**src/rtl/md5_msg_sched.sv**
```systemverilog
// MD5 message-word scheduler: buffers a 16-word block, then streams M[g(i)] for rounds 0..63.
// Build option MD5_MSG_BSWAP_EN: byte-reverse each accepted word before storage.
module md5_msg_sched #(
  parameter int DATA_W     = 32,
  parameter bit AUTO_START = 1'b0
) (
  input  logic              clk,
  input  logic              reset,
  input  logic [DATA_W-1:0] in_data,
  input  logic              in_valid,
  output logic              in_ready,
  input  logic              start,
  output logic              busy,
  output logic [DATA_W-1:0] out_word,
  output logic [5:0]        out_idx,
  output logic [3:0]        out_g,
  output logic              out_valid,
  input  logic              out_ready,
  output logic              done,
  output logic [1:0]        dbg_state
);

  // Handshakes: a word moves on a cycle where valid && ready at the rising clk edge;
  // the source holds data stable while valid is high and ready is low.

  localparam logic [1:0] ST_LOAD = 2'd0;
  localparam logic [1:0] ST_FULL = 2'd1;
  localparam logic [1:0] ST_RUN  = 2'd2;

  logic [1:0]        state_q, state_d;
  logic [3:0]        wcnt_q, wcnt_d;
  logic [5:0]        round_q, round_d;
  logic              done_q, done_d;
  logic [DATA_W-1:0] mem_q [16];
  logic [DATA_W-1:0] mem_d [16];
  logic [DATA_W-1:0] wr_data;
  logic [3:0]        g_idx;
  logic [3:0]        i4;
  logic              load_fire;
  logic              run_fire;

  always_comb begin
    wr_data = in_data;
`ifdef MD5_MSG_BSWAP_EN
    for (int b = 0; b < DATA_W / 8; b++) begin
      wr_data[8*b +: 8] = in_data[DATA_W-8-8*b +: 8];
    end
`endif
  end

  // Only the low 4 bits of each product matter, so 4-bit arithmetic is the mod 16.
  always_comb begin
    i4 = round_q[3:0];
    case (round_q[5:4])
      2'd0:    g_idx = i4;
      2'd1:    g_idx = i4 * 4'd5 + 4'd1;
      2'd2:    g_idx = i4 * 4'd3 + 4'd5;
      default: g_idx = i4 * 4'd7;
    endcase
  end

  assign in_ready  = (state_q == ST_LOAD);
  assign busy      = (state_q == ST_FULL) || (state_q == ST_RUN);
  assign out_valid = (state_q == ST_RUN);
  assign out_idx   = round_q;
  assign out_g     = g_idx;
  assign out_word  = out_valid ? mem_q[g_idx] : '0;
  assign done      = done_q;
  assign dbg_state = state_q;

  assign load_fire = in_valid && in_ready;
  assign run_fire  = out_valid && out_ready;

  always_comb begin
    state_d = state_q;
    wcnt_d  = wcnt_q;
    round_d = round_q;
    done_d  = 1'b0;
    mem_d   = mem_q;
    case (state_q)
      ST_LOAD: begin
        if (load_fire) begin
          mem_d[wcnt_q] = wr_data;
          wcnt_d        = wcnt_q + 4'd1;
          if (wcnt_q == 4'd15) begin
            state_d = AUTO_START ? ST_RUN : ST_FULL;
            round_d = 6'd0;
          end
        end
      end
      ST_FULL: begin
        if (start) begin
          state_d = ST_RUN;
          round_d = 6'd0;
        end
      end
      ST_RUN: begin
        if (run_fire) begin
          round_d = round_q + 6'd1;
          if (round_q == 6'd63) begin
            state_d = ST_LOAD;
            done_d  = 1'b1;
          end
        end
      end
      default: state_d = ST_LOAD;
    endcase
  end

  always_ff @(posedge clk or posedge reset) begin
    if (reset) begin
      state_q <= ST_LOAD;
      wcnt_q  <= 4'd0;
      round_q <= 6'd0;
      done_q  <= 1'b0;
      for (int k = 0; k < 16; k++) mem_q[k] <= '0;
    end else begin
      state_q <= state_d;
      wcnt_q  <= wcnt_d;
      round_q <= round_d;
      done_q  <= done_d;
      for (int k = 0; k < 16; k++) mem_q[k] <= mem_d[k];
    end
  end

endmodule
```
**config.mk**
```make
export PLATFORM = sky130hd
export DESIGN_NAME = md5_msg_sched
export DESIGN_NICKNAME = d
export VERILOG_FILES = /design/src/rtl/md5_msg_sched.sv
export SDC_FILE = /design/constraint.sdc
export NUM_CORES = 1
export LEC_CHECK = 0
export ABC_CLOCK_PERIOD_IN_PS = 28100
export BUFFER_PORTS_ARGS = -buffer_cell sky130_fd_sc_hd__buf_2
export CORE_MARGIN = 1
export CORE_UTILIZATION = 40
export CTS_CLUSTER_DIAMETER = 120
export DETAILED_ROUTE_END_ITERATION = 12
export HOLD_SLACK_MARGIN = 0.15
export SYNTH_ARGS = -nofsm -noshare
export SYNTH_HDL_FRONTEND = slang
export SYNTH_SLANG_ARGS = --single-unit
```
**constraint.sdc**
```tcl
create_clock -name clk -period 28.1 [get_ports clk]
set_clock_uncertainty 0.1 [all_clocks]
set_input_delay 8.43 -clock clk [delete_from_list [all_inputs] [get_ports clk]]
set_output_delay 8.43 -clock clk [all_outputs]
set_load 0.1 [all_outputs]
```
==> flow_summary.ini <==
[logic_synthesis]
ys_ff_latch = 525
syn_nets = 1834
synthArstFlopShare_pct = 100.0
yosys_warnings = 0
syn_inst = 1779
synth_edf_count = 0
synth_flop_cell = dfrtp_1
syn_area_um2 = 25310
ys_seq_area_share_pct = 51.91
syn_avg_cell_area_um2 = 14.23
post_synth_num_cell_types = 33

[cts]
cts_max_level = 2
clkSinkCount = 525
cts_buffers = 58
clock_path_buffers = 3
cts_tree = built
ctsResizeCount = 0
postCtsSetupBuffers = 0
cts-root-buf = clkbuf_16
postCtsHoldBufs = 0
clk_latency_ps = 600
clk_pin_slew_ps = 60

[global_route]
first_global_vias = 15411
grt_max_degree = 130
grt_first_pass_wirelength_mm = 93.47
gr-total-overflow = 0
track_usage_pct = 19.08
antenna_found_initial = 2

[die]
core_area_um2 = 62170
floorplan.die_area_um2 = 64290
initial_core_util_pct = 40.71
dieWidth_um = 253.5
die_height_um = 253.5
ios = 85
rows = 91

[final_layout]
syn_to_final_growth_pct = 11.59
seqCellArea_um2 = 13140
antennaDiodeCount = 0
fillers = 5687
multi_input_area_um2 = 11350
layout.nets = 1868
drive_gt1_share_pct = 40.24

[detailed_routing]
vias = 14324
firstDrtPassIters = 4
vias_per_cell = 5.313
drt-wirelength-per-cell_um = 22.12
drt-total-wl_mm = 59.63
first_iter_violations = 739
drc = 0
postRouteAntennaNets = 0

[power]
vdd_drop_max_mv = 0.06076
p_leak_uw = 0.01418
power_uw = 3091
powerDensity_nw_per_um2 = 109.5

[sta]
slew_headroom_pct = 24.95
fin_tns_setup_ps = 0
period_share_pct = 48.94
finalCriticalPeriod_ps = 13750
slew_viol_final = 0
hold_violations = 0
worst_pin_slew_ps = 1126
finalSetupViolations = 0
fmax_mhz = 72.72
rsz0062_at_grt = false

[run]
maxCapViolations = 0

[critical_path]
cp_common_cell = mux2i_1
cp.buffers_inverters = 3
cp-endpoint = out_word[19]
cp-end-kind = output port
path_cells = xnor3_4 -> buf_4 -> buf_4 -> mux2i_1 -> mux2i_1 -> mux2i_1 -> o22ai_1 -> buf_2
timing.rr.end = mem_q[151]$_DFFE_PP0P_
cpLargestDelayFamily = buffers and inverters
path_depth = 8
cp_data_required_time_ps = 19570
path_max_fanout = 61
critical-path-max-stage-delay_ps = 960
cp.arrival_ps = 5220
cp-start-kind = flop
r2r_start = dbg_state[0]$_DFFE_PP0P_
reg2reg_slack_ps = 24670
cpMaxStageDelayCell = buf_4
worst_r2r_path_depth = 7
path_class = flop to output port
startpoint = out_idx[0]$_DFFE_PP0P_

[status]
status = finished, final reports clean

[placement]
hpwl_mm = 32.53
numPortBuffers = 84
place_congestion = 0.7829

[min_path]
hp-class = flop to flop
final cells by class:
type                       instances  area share [%]
clock buffer                      87           6.308
clock inverter                    19          0.6379
inverter                          19          0.2791
multi-input combinational       1094           40.19
sequential                       525           46.52
tap                              837           3.708
timing repair buffer             115           2.357
routing by layer:
| metal | track usage [%] | vias to the layer above | share of wire (%) |
|---|---|---|---|
| met5 | 0 | - | 0.020 |
| met1 | 25.68 | 7553 | 47 |
| met4 | 5.385 | 2 | 2.2 |
| li1 | - | 6518 | - |
| met3 | 2.346 | 84 | 2.8 |
| met2 | 32.27 | 167 | 48 |
kinds of logic after synthesis:
logic type | synth area share (%)
and+or+nand+nor | 0.9144
buffers and inverters | 3.796
AOI/OAI and AO/OA | 1.369
adders and majority gates | 0.9491
muxes | 40.59
DFF | 51.91
xor gates and xnor gates | 0.4795
stage by stage:
| stage | util [%] | setup WS, ps | std cells | instance area, µm² | hold WS, ps |
|---|---|---|---|---|---|
| floorplan | - | 4902 | 1779 | 25310 | 378.7 |
| global placement | 42.28 | 14980 | 2590 | 26280 | 385.9 |
| detailed placement | 42.28 | 14920 | 2590 | 26280 | 392.4 |
| CTS | 45.43 | 14260 | 2696 | 28240 | 405.4 |
| global route | 45.43 | 14050 | 2696 | 28240 | 410.1 |
| finish | 45.43 | 14350 | 2696 | 28240 | 401.9 |
cell usage after synthesis (8+ instances only):
| master | n | area, µm² |
|---|---|---|
| dfrtp_1 | 525 | 13140 |
| mux2_2 | 512 | 5766 |
| mux2i_1 | 448 | 4484 |
| clkbuf_1 | 59 | 221.5 |
| buf_6 | 42 | 473.0 |
| o22ai_1 | 35 | 219.0 |
| buf_2 | 30 | 150.1 |
| inv_1 | 19 | 71.32 |
| ha_1 | 16 | 200.2 |
| nor2_1 | 15 | 56.30 |
| nand2_1 | 12 | 45.04 |
| a21oi_1 | 11 | 55.05 |
| buf_1 | 8 | 30.03 |
registers in the layout (all words and copies together) (netlist names):
| name | cells |
|---|---|
| out_idx | 6 |
| mem_q | 512 |
| done | 1 |
| wcnt_q | 4 |
| dbg_state | 2 |
worst min path at each step:
stage | from | end | slack (ps) | depth (start not counted)
6_report | mem_q[460]$_DFFE_PP0P_ | mem_q[460]$_DFFE_PP0P_ | 400 | 1
3_5_place_dp | mem_q[460]$_DFFE_PP0P_ | mem_q[460]$_DFFE_PP0P_ | 390 | 1
5_1_grt | mem_q[457]$_DFFE_PP0P_ | mem_q[457]$_DFFE_PP0P_ | 410 | 1
3_3_place_gp | mem_q[406]$_DFFE_PP0P_ | mem_q[406]$_DFFE_PP0P_ | 390 | 1
2_1_floorplan | mem_q[414]$_DFFE_PP0P_ | mem_q[414]$_DFFE_PP0P_ | 380 | 1
4_1_cts | mem_q[408]$_DFFE_PP0P_ | mem_q[408]$_DFFE_PP0P_ | 410 | 1
cell usage in the layout, fill, tap and decap left out, types with 3 or more instances in the layout:
cell type,count
xnor2_1,6
nand4_1,3
o22ai_1,35
buf_4,30
bufinv_16,3
inv_1,18
nor2_4,12
nor3_1,3
clkbuf_16,59
a21oi_1,11
clkbuf_1,8
dfrtp_1,525
ha_1,16
nand3_2,4
clkinv_2,13
mux2_2,512
clkbuf_8,20
mux2i_1,448
nand2b_1,4
nand2_1,12
buf_2,84
nor2_1,3
o21ai_0,4
power breakdown:
| group | total [µW] | switching, µW | internal (µW) |
|---|---|---|---|
| clock network | 768 | 306 | 462 |
| registers | 1240 | 161 | 1080 |
| logic | 1080 | 570 | 510 |
| total | 3090 | 1040 | 2060 |
(Power assumes the default switching activity.)
